[config.mk]
export PLATFORM = sky130hd
export DESIGN_NAME = auto_test_sequencer
export DESIGN_NICKNAME = d
export VERILOG_FILES = /design/src/rtl/auto_test_sequencer.sv
export SDC_FILE = /design/constraint.sdc
export NUM_CORES = 1
export LEC_CHECK = 0
export CORE_AREA = 3 3 72 74
export CTS_BUF_LIST = sky130_fd_sc_hd__clkbuf_16
export CTS_CLUSTER_SIZE = 40
export DETAILED_ROUTE_END_ITERATION = 6
export DIE_AREA = 0 0 75 77
export PLACE_DENSITY = 0.75
export SLEW_MARGIN = 25
export SYNTH_ARGS = -nofsm -noshare
export SYNTH_HDL_FRONTEND = slang
export SYNTH_SLANG_ARGS = --single-unit
[constraint.sdc]
create_clock -name clk -period 8.05 [get_ports clk]
set_clock_uncertainty 0.1 [all_clocks]
set_input_delay 1.2075 -clock clk [delete_from_list [all_inputs] [get_ports clk]]
set_output_delay 1.2075 -clock clk [all_outputs]
set_load 0.005 [all_outputs]
[src/rtl/auto_test_sequencer.sv]
// auto_test_sequencer: walks an N-bit vector 0..2^N-1 into a decoder under test.
// Each vector is held for DIV cycles, then the 2^N-bit response is checked
// against the one-hot value (1 << vector). The run stops on the first mismatch.
//
// Ports:
//   clk       system clock, rising edge
//   rst       asynchronous active-high reset
//   start     level-sampled run request (honoured in IDLE, DONE and FAIL)
//   dec_out   decoder response, 2^N bits
//   test_in   vector driven to the decoder, N bits
//   tick      one-cycle strobe in the last cycle of each hold period
//   busy      run in progress
//   pass      sticky: all vectors matched
//   fail      sticky: run stopped on a mismatch
//   fail_vec  vector at which the first mismatch occurred
module auto_test_sequencer #(
  parameter int unsigned DIV = 50000000,
  parameter int unsigned N   = 3
) (
  input  logic                clk,
  input  logic                rst,
  input  logic                start,
  input  logic [(1<<N)-1:0]   dec_out,
  output logic [N-1:0]        test_in,
  output logic                tick,
  output logic                busy,
  output logic                pass,
  output logic                fail,
  output logic [N-1:0]        fail_vec
);

  localparam int unsigned W  = 1 << N;
  localparam int unsigned CW = (DIV > 1) ? $clog2(DIV) : 1;
  localparam logic [CW-1:0] CNT_MAX = CW'(DIV - 1);
  localparam logic [N-1:0]  VEC_MAX = '1;

  typedef enum logic [2:0] {
    S_IDLE  = 3'd0,
    S_DRIVE = 3'd1,
    S_CHECK = 3'd2,
    S_DONE  = 3'd3,
    S_FAIL  = 3'd4
  } state_t;

  state_t        state_q, state_d;
  logic [CW-1:0] cnt_q, cnt_d;
  logic [N-1:0]  vec_q, vec_d;
  logic [N-1:0]  fvec_q, fvec_d;
  logic          tick_q, tick_d;
  logic          busy_q, busy_d;
  logic          pass_q, pass_d;
  logic          fail_q, fail_d;

  // State and output registers
  always_ff @(posedge clk or posedge rst) begin
    if (rst) begin
      state_q <= S_IDLE;
      cnt_q   <= '0;
      vec_q   <= '0;
      fvec_q  <= '0;
      tick_q  <= 1'b0;
      busy_q  <= 1'b0;
      pass_q  <= 1'b0;
      fail_q  <= 1'b0;
    end else begin
      state_q <= state_d;
      cnt_q   <= cnt_d;
      vec_q   <= vec_d;
      fvec_q  <= fvec_d;
      tick_q  <= tick_d;
      busy_q  <= busy_d;
      pass_q  <= pass_d;
      fail_q  <= fail_d;
    end
  end

  // Next-state and next-output logic
  always_comb begin
    state_d = state_q;
    cnt_d   = cnt_q;
    vec_d   = vec_q;
    fvec_d  = fvec_q;
    busy_d  = busy_q;
    pass_d  = pass_q;
    fail_d  = fail_q;

    unique case (state_q)
      S_IDLE, S_DONE, S_FAIL: begin
        if (start) begin
          state_d = S_DRIVE;
          cnt_d   = '0;
          vec_d   = '0;
          fvec_d  = '0;
          busy_d  = 1'b1;
          pass_d  = 1'b0;
          fail_d  = 1'b0;
        end
      end
      S_DRIVE: begin
        // Counter parks at DIV-1 through CHECK; it is cleared on the next vector.
        if (cnt_q == CNT_MAX) begin
          state_d = S_CHECK;
        end else begin
          cnt_d = cnt_q + CW'(1);
        end
      end
      S_CHECK: begin
        if (dec_out == (W'(1) << vec_q)) begin
          if (vec_q == VEC_MAX) begin
            state_d = S_DONE;
            pass_d  = 1'b1;
            busy_d  = 1'b0;
          end else begin
            state_d = S_DRIVE;
            vec_d   = vec_q + N'(1);
            cnt_d   = '0;
          end
        end else begin
          state_d = S_FAIL;
          fail_d  = 1'b1;
          busy_d  = 1'b0;
          fvec_d  = vec_q;
        end
      end
      default: begin
        state_d = S_IDLE;
      end
    endcase

    // Registered strobe: high in the cycle where the held count reads DIV-1.
    tick_d = (state_d == S_DRIVE) && (cnt_d == CNT_MAX);
  end

  assign test_in  = vec_q;
  assign tick     = tick_q;
  assign busy     = busy_q;
  assign pass     = pass_q;
  assign fail     = fail_q;
  assign fail_vec = fvec_q;

endmodule

=== Word-level counts from Yosys, hierarchy flattened ===
Index checks and enable logic that the tools add are counted.

* Add/subtract/negate cells: 2
* Equal/unequal tests: 15
* Shifts and indexed selects: 1
* Multiplexer cells: 26
* Reductions and logical operators: 8

{| class="wikitable"
|+ Operators with widths
! kind !! count
|-
| 2-to-1 mux 26 bit || 4
|-
| one-hot mux 26 bit (3 select lines) || 1
|-
| == test 26 bit, second input constant || 2
|-
| adder 26 x 1 -> 26 bit, second input constant || 1
|-
| 2-to-1 mux 3 bit || 7
|-
| one-hot mux 3 bit (2 select lines) || 2
|-
| inequality test 2 bit, second input constant || 5
|-
| one-hot mux 3 bit (3 select lines) || 1
|-
| == test 8 bit || 1
|-
| AND reduction 4 bit || 2
|-
| << shifter 1 x 3 -> 8 bit, first input constant || 1
|-
| 2-to-1 mux 1 bit || 7
|-
| == test 3 x 1 -> 1 bit, second input constant || 2
|-
| == test 3 x 2 -> 1 bit, second input constant || 2
|-
| == test 3 bit, second input constant || 2
|-
| one-hot mux 1 bit (2 select lines) || 3
|-
| AND reduction 3 bit || 2
|-
| adder 3 x 1 -> 3 bit, second input constant || 1
|-
| zero test 3 bit || 1
|-
| inequality test 3 bit, second input constant || 1
|-
| OR reduction 3 bit || 1
|-
| 2-to-1 mux 2 bit || 1
|-
| nonzero test 2 bit || 1
|-
| logical AND 1 bit || 1
|}

* Output and inout bits: 10
* Bits of input ports: 11
* Register bits: 39
* Logic and storage cells: 60

=== Depth between registers and ports, before layout ===
* Depth after elaboration: 6
* Mapped depth: 13
* Depth with buffers taken out: 10

=== Worst setup path before layout ===
Ideal clock, no wire load.

* Kind: input to register
* Start: input port dec_out[1]
* End: register tick_q, in the netlist tick
* Cell stages on the path: 9
* Library setup time: 0.096 ns
* Data required time: 7.854 ns
* Arrival time: 3.140 ns
* Buffers on the path: 1
* Setup slack: 4.714 ns
* Cell sequence: nor3_2 nand4b_1 a311oi_4 a211oi_4 buf_6 a211o_1 nor4bb_1 nand4_1 nor4_2

* Longest elaborated chain between the ends: 5
* Elaborated cells between the ends (all ways): 8
* Classes of those cells: eq/ne: 3; mux: 4; reduce/logical: 1

{| class="wikitable"
|+ RTL lines
! what !! line !! text
|-
| start, declared || 23 || <nowiki>input logic [(1<<N)-1:0] dec_out,</nowiki>
|-
| == test 8 bit || 108 || <nowiki>if (dec_out == (W'(1) << vec_q)) begin</nowiki>
|-
| 2-to-1 mux 26 bit || 108 ||
|-
| one-hot mux 26 bit (3 select lines) || 87 || <nowiki>unique case (state_q)</nowiki>
|-
| net cnt_d[9] || 46 || <nowiki>logic [CW-1:0] cnt_q, cnt_d;</nowiki>
|-
| == test 26 bit || 131 || <nowiki>tick_d = (state_d == S_DRIVE) && (cnt_d == CNT_MAX);</nowiki>
|-
| logical AND 1 bit || 131 ||
|-
| net tick_d || 49 || <nowiki>logic tick_q, tick_d;</nowiki>
|-
| end signal, assigned || 70 || <nowiki>tick_q <= tick_d;</nowiki>
|-
| end, declared || 49 ||
|}

The timed path passes the listed nets, and every way through them passes these cells.
A chain may end at the register's enable or synchronous reset.

=== Worst setup path after layout ===
* Start: input port dec_out[5]
* End: register tick_q, in the netlist tick

The elaborated chain is that of the path after synthesis.

==> key figures <==
Die
  • FP Rows: 25
  • Die Wd: 75 um
  • Chip Height: just under 80 um
  • IO Count: 21
  • DIE AREA: 0.00578 mm^2
  • Starting Density: about 54%
  • CORE AREA: 0.00466 mm^2

Route
  • WL/cell: 16.4 um
  • Vias post-DR: 2300
  • Antenna-violating nets left: 0
  • Number of detailed-route iterations in the first pass: 5
  • Drt initial violations: roughly 180
  • Final WL: between 5000 and 6000 um
  • Vias/cell: ~6.4
  • Drt drc: 0

Pwr
  • Lkg Pwr: about 1.3 nW
  • Total Power: a little over 0.5 mW
  • Pwr dens: roughly 180 mW/mm^2
  • Worst IR Drop VDD: about 0.11 mV

Setup path
  • R2r endpoint: tick
  • Crit Path Category: primary input to flop
  • Crit path capture: tick
  • Setup crit end kind: flop
  • CP required: roughly 8.1 ns
  • Critical Path AT: slightly below 4 ns
  • R2R setup slack: 4.75 ns
  • FF-to-FF Start: test_in[0]
  • CP startpoint: dec_out[5]
  • Peak fanout along the critical path: 15
  • R2R depth: 10
  • Worst setup SP type: primary input

Synth
  • Top-count cell post-synth: dfrtp_1
  • Mapped cell area: 0.00254 mm^2
  • Synthesized area per cell: a little under 9 um^2
  • Syn Inst Count: just under 300
  • Share of the synthesized area in the top cell type: 38.5%
  • Netlist cell types: 52
  • Ys async rst share: 100%
  • YS warnings: 0
  • Synth area leaders: dfrtp_1 (38%), o21ai_0 (4.7%), nand2_1 (4.3%)
  • Primary FF master, synth: dfrtp_1
  • Commonest cells in the netlist: dfrtp_1 (39), nand2_1 (29), o21ai_0 (24)
  • Sequential fraction of the synthesis area: 38.5%
  • Yosys reg bits: 39
  • Largest area contributor in the netlist: dfrtp_1
  • Post-synth EDFFs: 0
  • Syn Nets: about 310

CTS
  • Clock sinks: 39
  • Cts hold-fix bufs: 0
  • CTS tree: built
  • CTS H-tree depth: 2
  • Post-CTS Resized: 0
  • Post-CTS Setup Inserts: 0
  • CTS clock-pin slew for the worst setup and hold paths: 0.06 ns
  • CTS Buffer Depth: 2
  • Clock root buffer: clkbuf_16
  • Worst skew pair latency: 0.28 ns
  • Inserted Clock Buffers: 5

Global route
  • Met3 usage: ~4.3%
  • Global-route wire length before repair: 10300 um
  • Largest net degree at the start of global routing: 40
  • GR peak layer: met1
  • Met2 GRT Util: approximately a third
  • GR Overflow Total: 0
  • M1 GR Usage: approximately a third
  • Initial antenna violation count: 0
  • Vias in the first global route: between 2000 and 2500
  • GRT Overall Usage: between 20 and 25%

STA
  • Final Max Tran Viols: 0
  • Crit share post-route: a little under half
  • Final Setup Violations: 0
  • RSZ-0062 raised after global routing: false
  • Final worst slack: about 4.2 ns
  • Tmin final: 3.86 ns
  • TNS Setup: 0 ns
  • Tightest Pin Transition: around 0.76 ns
  • Hold Fails Final Rpt: 0
  • Max_slew headroom: between 40% and 50%
  • F_max: 0.259 GHz

Placement
  • Final Wtd Congestion: around 0.81
  • Pre-CTS WS: 3.68 ns
  • Detailed placer's ending HPWL: between 4000 and 5000 um
  • I/O Buffers: 20
  • Placement Cell Area: ~0.0027 mm^2

Finish
  • Nets: 325
  • Post-route cell area: between 0.002 and 0.003 mm^2
  • Area delta synth->final: 14.3%
  • Layout cells sized above 1: 6.82%
  • Antenna fix cells: 0
  • Fillers: 411

Worst hold path
  • Hold WC Path Type: flop to flop

Outcome
  • Result of the run: complete, no violations

Flow run
  • Max_cap viols: 0
[cell type report]
type	instances	area (um^2)	area share, %
multi-input combinational	228	1450	50.1
clock inverter	3	15.0	0.518
inverter	10	37.5	1.29
sequential	39	976	33.7
tap	54	67.6	2.33
timing repair buffer	23	226	7.81
clock buffer	5	125	4.32
[through the flow]
stage / utilization, % / std cells / hold WS [ns]
after floorplan: - / 291 / 0.374
after global placement: 59.0 / 353 / 0.361
after detailed placement: 59.0 / 353 / 0.370
after CTS: 62.0 / 361 / 0.387
after global routing: 62.2 / 362 / 0.416
final: 62.2 / 362 / 0.384
[worst max-delay path, stage by stage]
cell and delay [ns]:
clkdlybuf4s50_1 0.49, xnor2_1 0.16, a22oi_1 0.25, a311oi_4 0.21
a211oi_4 0.55, buf_6 0.25, a211o_1 0.15, nor4bb_1 0.26
nand4_1 0.14, nor4_2 0.27
[worst min path at each step]
stage | from | slack [ns] | to | cells after the start
after floorplan | fail | 0.37 | fail | 1
after global placement | fail | 0.36 | fail | 1
after detailed placement | fail | 0.37 | fail | 1
after CTS | fail | 0.39 | fail | 1
after global routing | fail | 0.42 | fail | 1
final | fail | 0.38 | fail | 1
[cell usage in the layout, fill, tap and decap left out, types with 2 or more instances in the layout]
master and instances:
and3_1 7, dfrtp_1 39, nand4_1 12, nor2_1 21, buf_4 2, o21bai_1 2
o21ai_0 24, nor3_1 10, and4_1 5, nand3_1 11, a21boi_0 2, o31ai_1 4
nand2b_1 5, a31oi_1 3, xnor2_1 4, clkbuf_16 5, or2_2 4, inv_1 10
a21o_1 4, xor2_1 2, a21oi_1 15, nand4b_1 2, clkdlybuf4s50_1 20, nor2b_1 3
o21a_1 2, o22ai_1 3, ha_1 7, o211a_1 2, o211ai_1 2, nor3b_1 3
nor4_1 7, or3_1 4, nor4bb_1 4, a211o_1 8, clkinv_2 3, nand2_1 29
a22oi_1 2, nor4_2 2
[routing by layer]
layer | up-vias | wire (um)
li1 | 1120 | -
met1 | 1114 | 2960
met2 | 57 | 2610
met3 | 9 | 278
met4 | 0 | 93
met5 | - | 0
[where the power goes]
part	internal [mW]	switching, mW	total [mW]
clock network	0.113	0.0749	0.188
registers	0.209	0.0195	0.229
logic	0.0390	0.0535	0.0925
[cell families after synthesis]
kind of cell / after synthesis / synth area share [%]
simple gates: 135 / 29.8
compound gates: 78 / 21.0
flops: 39 / 38.5
buf+inv: 24 / 4.29
fa+ha+maj: 7 / 3.45
xor+xnor: 6 / 2.07
mux: 2 / 0.839
[registers in the layout, indices dropped and copies added (netlist names)]
name,cells
test_in,3
fail_vec,3
pass,1
cnt_q,26
tick,1
state_q,3
busy,1
fail,1
(Power assumes the default switching activity.)
